### config.mk
export PLATFORM = sky130hd
export DESIGN_NAME = powlib_edgefilt
export DESIGN_NICKNAME = d
export VERILOG_FILES = /design/src/rtl/powlib_edgefilt.sv
export SDC_FILE = /design/constraint.sdc
export NUM_CORES = 1
export LEC_CHECK = 0
export ABC_CLOCK_PERIOD_IN_PS = 2700
export CORE_MARGIN = 2
export CORE_UTILIZATION = 46
export DETAILED_ROUTE_END_ITERATION = 10
export GPL_TIMING_DRIVEN = 0
export PLACE_DENSITY = 0.75
export SYNTH_ARGS = -nofsm -noshare
export SYNTH_HDL_FRONTEND = slang
export SYNTH_SLANG_ARGS = --single-unit
### constraint.sdc
create_clock -name clk -period 2.7 [get_ports clk]
set_input_delay 0.54 -clock clk [delete_from_list [all_inputs] [get_ports clk]]
set_output_delay 0.54 -clock clk [all_outputs]
set_load 0.05 [all_outputs]
### src/rtl/powlib_edgefilt.sv
// Purpose : W-channel glitch filter; a channel accepts a new level after D consecutive
//           differing qualified samples and may raise a one-cycle edge pulse and sticky flag.
// Latency : state/edge_pulse/sticky update on the D-th differing valid sampling edge; cnt one clock later.
// Backpressure: none; events are reported once and never held or queued.
//
// Optional feature: define POWLIB_EDGEFILT_CNT_EN to compile in the saturating event
// counter together with its cntclr input and cnt output (parameter CW).
//
// Ports:
//   clk        clock, all flops on the rising edge
//   rst        asynchronous active-low reset (release synchronised by the driver)
//   in         raw channel levels (already synchronised)
//   vld        sample qualifier; in is only considered when high
//   posen      per-channel rising-edge event enable (sampled at the toggling edge)
//   negen      per-channel falling-edge event enable (sampled at the toggling edge)
//   clr        per-channel sticky clear (a same-cycle set wins)
//   state      filtered level, registered
//   edge_pulse one-cycle event pulse, registered, coincides with the state change
//   vldout     registered OR of edge_pulse
//   sticky     latched events
//   cntclr     counter clear, wins over increment       (counter build only)
//   cnt        saturating count of edge_pulse bits       (counter build only)
module powlib_edgefilt #(
    parameter int           W    = 8,
    parameter logic [W-1:0] INIT = '0,
    parameter int           D    = 4
`ifdef POWLIB_EDGEFILT_CNT_EN
    ,
    parameter int           CW   = 8
`endif
) (
    input  logic         clk,
    input  logic         rst,
    input  logic [W-1:0] in,
    input  logic         vld,
    input  logic [W-1:0] posen,
    input  logic [W-1:0] negen,
    input  logic [W-1:0] clr,
    output logic [W-1:0] state,
    output logic [W-1:0] edge_pulse,
    output logic         vldout,
    output logic [W-1:0] sticky
`ifdef POWLIB_EDGEFILT_CNT_EN
    ,
    input  logic          cntclr,
    output logic [CW-1:0] cnt
`endif
);

    // Stability counter counts differing samples already seen; the D-th one toggles,
    // so the counter only ever needs to reach D-1.
    localparam int             SCW     = $clog2(D + 1);
    localparam logic [SCW-1:0] SC_LAST = SCW'(D - 1);

    logic [SCW-1:0] sc_q [W];
    logic [SCW-1:0] sc_d [W];
    logic [W-1:0]   state_q,  state_d;
    logic [W-1:0]   edge_q,   edge_d;
    logic           vldout_q, vldout_d;
    logic [W-1:0]   sticky_q, sticky_d;

    always_comb begin
        state_d = state_q;
        edge_d  = '0;
        for (int i = 0; i < W; i++) begin
            sc_d[i] = sc_q[i];
            // Gaps (vld low) hold both counter and level so a run survives them.
            if (vld) begin
                if (in[i] != state_q[i]) begin
                    if (sc_q[i] == SC_LAST) begin
                        state_d[i] = ~state_q[i];
                        sc_d[i]    = '0;
                        // Current level 1 means this is a falling transition.
                        edge_d[i]  = state_q[i] ? negen[i] : posen[i];
                    end else begin
                        sc_d[i] = sc_q[i] + SCW'(1);
                    end
                end else begin
                    // Any agreeing sample restarts the run.
                    sc_d[i] = '0;
                end
            end
        end
        // Set has priority over a simultaneous clear.
        sticky_d = (sticky_q & ~clr) | edge_d;
        vldout_d = |edge_d;
    end

    always_ff @(posedge clk or negedge rst) begin
        if (!rst) begin
            for (int i = 0; i < W; i++) begin
                sc_q[i] <= '0;
            end
            state_q  <= INIT;
            edge_q   <= '0;
            vldout_q <= 1'b0;
            sticky_q <= '0;
        end else begin
            for (int i = 0; i < W; i++) begin
                sc_q[i] <= sc_d[i];
            end
            state_q  <= state_d;
            edge_q   <= edge_d;
            vldout_q <= vldout_d;
            sticky_q <= sticky_d;
        end
    end

    assign state      = state_q;
    assign edge_pulse = edge_q;
    assign vldout     = vldout_q;
    assign sticky     = sticky_q;

`ifdef POWLIB_EDGEFILT_CNT_EN
    // Counter accumulates the registered pulses, so it trails edge_pulse by one clock.
    localparam int            PCW     = $clog2(W + 1);
    localparam int            SW      = ((CW > PCW) ? CW : PCW) + 1;
    localparam logic [CW-1:0] CNT_MAX = {CW{1'b1}};

    logic [CW-1:0]  cnt_q, cnt_d;
    logic [PCW-1:0] pop;
    logic [SW-1:0]  sum;

    always_comb begin
        pop = '0;
        for (int i = 0; i < W; i++) begin
            pop = pop + PCW'(edge_q[i]);
        end
        // One extra bit of headroom makes overflow visible for saturation.
        sum = SW'(cnt_q) + SW'(pop);
        if (cntclr) begin
            cnt_d = '0;
        end else if (sum > SW'(CNT_MAX)) begin
            cnt_d = CNT_MAX;
        end else begin
            cnt_d = sum[CW-1:0];
        end
    end

    always_ff @(posedge clk or negedge rst) begin
        if (!rst) begin
            cnt_q <= '0;
        end else begin
            cnt_q <= cnt_d;
        end
    end

    assign cnt = cnt_q;
`endif

endmodule

==> metrics.txt, run 1 <==
fillcell total=402; Vias/cell=4.89; most frequent cells in the layout=58 x clkdlybuf4s50_1, 49 x dfrtp_1, 22 x inv_1, 20 x nand3b_1, 14 x nand2_1; Layout Cells excl Fill=332; CP max-delay cell=clkdlybuf4s50_1; DR pass1 iterations=4; DRC=0; reg-to-reg endpoint=vldout; crit path time final=2110 ps; Total Routing Usage GR=16.9%; Worst R2R Start=sc_q[0]; Setup Fix Bufs, Post-CTS=0; CTS Buffer Depth=2; post-synthesis sequential area ratio=52.9%; Pwr Total=2.58 mW; Final Core Density=64.6%; asr flop ratio synth=100%; measured slew at the worst slew-check pin=519 ps; Mapped Area=2320 µm²; Port Buf Inserts=59; Die Area=5620 µm²; Layout Skew=4.61 ps; Post-DRT Antenna Nets=0; WP data arrival=1570 ps; RSZ-0062 raised after global routing=false; GP Congestion=0.733; Rows=25; Setup crit end kind=output pin; Routed WL=4310 µm; TritonCTS clock tree=yes; Root Driver=clkbuf_8; worst setup path category=flop to output pin; die height=75.0 µm; initial antenna violation count=0; library cells used by synthesis=26; layout cell share with drive strength beyond 1=12.1%; EDFF count, synth=0; CP Buf/Inv Count=1; Fmax=0.473 GHz; CTS Sinks=49; vias in the first global route=1534; placed cells=325; Post-CTS Resized=0; Area growth syn-to-layout=33.5%; Leak=1.52 nW; FF+latch area=1230 µm²; syn avg cell area=11.7 µm²; Total Neg Setup Slack=0 ps; max_cap viols=0; H-tree depth=2; Worst EP required=2160 ps; area of the multi-input gates=973 µm²; Tcrit/Tclk final=78.3%; Cells after Synth=198; diodes inserted=0; Worst VDD drop=0.546 mV; 1st-iter DRT viols=70; final-report max-slew violation count=0; Ys Warns=0; largest net degree at the start of global routing=41; worst-path fanout max=5; global-route wire length before repair=7020 µm; ys flop type=dfrtp_1; IO Pins=60; Worst R2R Path Depth=5; CP Launch Type=flop; CP Cell Sequence=clkdlybuf4s50_1; post-synthesis register bit count=49; CP peak stage delay=840 ps; core area=4790 µm²; detailed-route via count=1624; Clock transition at path regs=80 ps; worst reg-to-reg setup slack=1110 ps; CTS Buf Count=5; status=complete, no violations; Setup Viol. Count Final=0; DP Wirelength=3190 µm; syn nets=241; relative slew slack=65.3%; fin nets=308; DIE WIDTH=75.0 µm; Hold Crit Class=input pin to async pin; critical path's top delay family=buffers and inverters; grt ovf=0; commonest non-fill, non-tap cell in the layout=clkdlybuf4s50_1; Initial Util=48.4%; Power Dens Cells=833 nW/µm²; worst skew pair latency=300 ps; Fin. Hold Viols=0; Wirelength per Cell=13.0 µm; cts hold-fix bufs=0
## cell type report
class	count	share of cell area [%]
Sequential cell	49	39.6
Clock buffer	7	2.79
Timing Repair Buffer	60	19.6
Buffer	4	1.13
Tap cell	67	2.71
Inverter	22	2.67
Multi-Input combinational cell	123	31.5
## Yosys cell counts, types with 5 or more instances
cell       n  share of area [%]
o21ai_0    9                1.9
xor2_1     5                1.9
ha_1       8                4.3
a21boi_0   5                1.6
dfrtp_1   49                 53
nand3b_1  20                6.5
mux2_2     8                3.9
inv_1     22                3.6
a21o_1     8                2.6
nand2_1   14                2.3
o22ai_1    8                2.2
## worst max path at each step
stage,startpoint,end,depth (start not counted)
CTS,state[3],state[3],1
global route,state[3],state[3],1
global placement,rst,state[0],1
detailed placement,vld,vldout,6
floorplan,state[6],vldout,4
finish,state[3],state[3],1
## logic make-up (layout without fill, tap and decap cells)
kind of cell	after synthesis	after routing	synth area share, %
buf+inv	26	93	5.08
compound gates	39	39	11.1
xor+xnor	8	8	3.02
simple gates	53	53	15.7
flops	49	49	52.9
mux	15	15	7.94
fa+ha+maj	8	8	4.32
## sequential cells by signal, summed over array words and instances (netlist names)
signal      flops
sticky          8
state           8
sc_q           24
edge_pulse      8
vldout          1
## power by group
part           total, mW  internal (mW)  switching [mW]
logic               1.07          0.485           0.585
clock network      0.428          0.203           0.225
registers           1.08          0.917           0.159
total               2.58           1.61           0.969
## stage by stage
| stage | setup slack (ps) | hold WS, ps | area, µm² |
|---|---|---|---|
| global placement | -335 | 458 | 2990 |
| global route | 522 | 97.8 | 3090 |
| floorplan | 1340 | 244 | 2320 |
| detailed placement | 498 | 430 | 3010 |
| finish | 585 | 95.5 | 3090 |
| CTS | 579 | 98.8 | 3090 |
## per-layer routing
metal | track usage [%] | part of all wire, % | vias up | wire length [µm]
met3 | 5.49 | 7.1 | 6 | 305
li1 | - | - | 813 | -
met2 | 26.6 | 45 | 55 | 1950
met4 | 5.95 | 1.4 | 0 | 59
met5 | 0 | 0 | - | 0
met1 | 21.9 | 46 | 750 | 2000
Note: power is estimated with default switching activity, not from simulation.
==> inputs of run 2 (changes only) <==
--- a/config.mk
+++ b/config.mk
@@ -5,7 +5,7 @@
 export SDC_FILE = /design/constraint.sdc
 export NUM_CORES = 1
 export LEC_CHECK = 0
-export ABC_CLOCK_PERIOD_IN_PS = 2700
+export ABC_CLOCK_PERIOD_IN_PS = 2000
 export CORE_MARGIN = 2
 export CORE_UTILIZATION = 46
 export DETAILED_ROUTE_END_ITERATION = 10
==> constraint.sdc (replaced) <==
create_clock -name clk -period 2 [get_ports clk]
set_input_delay 0.4 -clock clk [delete_from_list [all_inputs] [get_ports clk]]
set_output_delay 0.4 -clock clk [all_outputs]
set_load 0.05 [all_outputs]
==> run 2 against run 1 <==
  * Combinational power increased by 35%
  * Global-route usage up 0.057 points
  * Flip-flop and latch count did not move
  * First-iteration DRC count decreased by 31%
  * Largest power group unchanged
  * Non-clock buffer count rose by 1
  * Clock skew about the same
  * Setup slack worse by 530 ps
  * Highest routed layer unchanged
  * Clock power up 35%
  * Routed wire length up 0.37%
==> metrics.txt, run 2 (synthesis results as in run 1) <==
DRC=0 (unchanged); Post-DRT Antenna Nets=0 (unchanged); vias in the first global route=1540 (was 1534); Layout Skew=4.70 ps (was 4.61 ps); IO Pins=60 (unchanged); DR pass1 iterations=4 (unchanged); initial antenna violation count=0 (unchanged); Worst R2R Start=sc_q[0] (unchanged); reg-to-reg endpoint=vldout (unchanged); Total Routing Usage GR=16.9% (about the same); Hold Crit Class=flop to flop (was input pin to async pin); worst-path fanout max=5 (unchanged); hold path startpoint=sticky[0]; CP max-delay cell=clkdlybuf4s50_1 (unchanged); Routed WL=4330 µm (was 4310 µm); CTS Buffer Depth=2 (unchanged); crit path time final=1940 ps; 1st-iter DRT viols=48 (was 70); fillcell total=399 (was 402); CP Launch Point=state[5] (was state[3]); Clock transition at path regs=80 ps (about the same); DIE WIDTH=75.0 µm (unchanged); fin nets=309 (was 308); Rows=25 (unchanged); Worst R2R Path Depth=5 (unchanged); most frequent cells in the layout=52 x clkdlybuf4s50_1, 49 x dfrtp_1, 22 x inv_1, 20 x nand3b_1, 14 x nand2_1 (was 58 x clkdlybuf4s50_1, 49 x dfrtp_1, 22 x inv_1, 20 x nand3b_1, 14 x nand2_1); worst reg-to-reg setup slack=400 ps (was 1110 ps); Fmax=0.515 GHz; Die Area=5620 µm² (unchanged); max reg flops=24 (unchanged); Setup Viol. Count Final=0 (unchanged); global-route wire length before repair=7040 µm (was 7020 µm); Pwr Total=3.47 mW (was 2.58 mW); commonest non-fill, non-tap cell in the layout=clkdlybuf4s50_1 (unchanged); Total Neg Setup Slack=0 ps (unchanged); H-tree depth=2 (unchanged); measured slew at the worst slew-check pin=519 ps (unchanged); Worst EP required=1600 ps (was 2160 ps); Final Core Density=65.2% (was 64.6%); status=complete, no violations (unchanged); Area growth syn-to-layout=34.6% (was 33.5%); layout cell share with drive strength beyond 1=12.0% (was 12.1%); DP Area=3010 µm² (unchanged); worst setup path category=flop to output pin (unchanged); CTS Buf Count=5 (unchanged); largest net degree at the start of global routing=41 (unchanged); Fin. Hold Viols=0 (unchanged); final cell area excluding filler cells=3120 µm² (was 3090 µm²); RSZ-0062 raised after global routing=false (unchanged); Top reg by flops=sc_q (unchanged); Vias/cell=4.92 (was 4.89); Port Buf Inserts=59 (unchanged); Setup crit end kind=output pin (unchanged); hold depth=1; CTS Sinks=49 (unchanged); TritonCTS clock tree=yes (unchanged); final-report max-slew violation count=0 (unchanged); Initial Util=48.4% (unchanged); GP Congestion=0.733 (unchanged); max_cap viols=0 (unchanged); CP peak stage delay=820 ps (was 840 ps); CP Buf/Inv Count=1 (unchanged); worst skew pair latency=300 ps (about the same); core area=4790 µm² (unchanged); grt ovf=0 (unchanged); die height=75.0 µm (unchanged); WP data arrival=1540 ps (was 1570 ps); relative slew slack=65.3% (unchanged); critical path's top delay family=buffers and inverters (unchanged); Worst VDD drop=0.731 mV (was 0.546 mV); Root Driver=clkbuf_8 (unchanged); Hold EP=sticky[0]; Leak=1.59 nW (was 1.52 nW); diodes inserted=0 (unchanged); CP Cell Sequence=clkdlybuf4s50_1 (unchanged); detailed-route via count=1638 (was 1624); Tcrit/Tclk final=97.1%; Power Dens Cells=1110 nW/µm² (was 833 nW/µm²); Wirelength per Cell=13.0 µm (about the same); CP Launch Type=flop (unchanged); Setup Fix Bufs, Post-CTS=0 (unchanged); DP Wirelength=3190 µm (unchanged); Final Hold Slack=480 ps (was 95.5 ps)
==> run 2: changes by cell type in the layout (fill, tap and decap cells not counted), sizes merged <==
cell           previous run  this run
clkdlybuf4s50            58        52
dlygate4sd3               0         1
dlymetal6s2s              0         6
==> run 2: worst max-delay path by stage <==
stage	endpoint	slack, ps	cells after the start
after floorplan	vldout	640	4
after global placement	state[0]	-890	1
after detailed placement	vldout	-60	6
after CTS	state[3]	20	1
after global routing	state[7]	9	1
final	state[5]	60	1
==> run 2: per-layer routing <==
metal	vias to the layer above	global-route usage, %	routed length, µm
met5	-	0	0
li1	815	-	-
met4	0	5.95	59
met2	55	26.8	1970
met1	762	21.9	1980
met3	6	5.49	323
==> run 2: timing repair <==
item,CTS,global route
hold buffers,1,0
resized for setup,0,6
setup endpoints to repair,0,6
hold endpoints to repair,9,0
==> run 2: stage by stage <==
stage / cells / worst slack (ps)
floorplan: 198 / 645
CTS: 333 / 19.4
global placement: 324 / -895
detailed placement: 325 / -62.5
finish: 333 / 57.9
global route: 333 / 8.98
==> run 2: cell type report <==
class | count | area, µm² | share of cell area, %
multi-input combinational | 123 | 973 | 31.2
clock buffer | 7 | 86.3 | 2.77
sequential | 49 | 1230 | 39.3
tap | 67 | 83.8 | 2.69
inverter | 22 | 82.6 | 2.65
timing repair buffer | 61 | 631 | 20.2
buffer | 4 | 35.0 | 1.12
==> run 2: report_power, final <==
part	switching, mW	internal [mW]	leakage, nW
logic	0.791	0.651	0.896
clock network	0.304	0.275	0.0443
registers	0.212	1.24	0.654
total	1.31	2.16	1.59
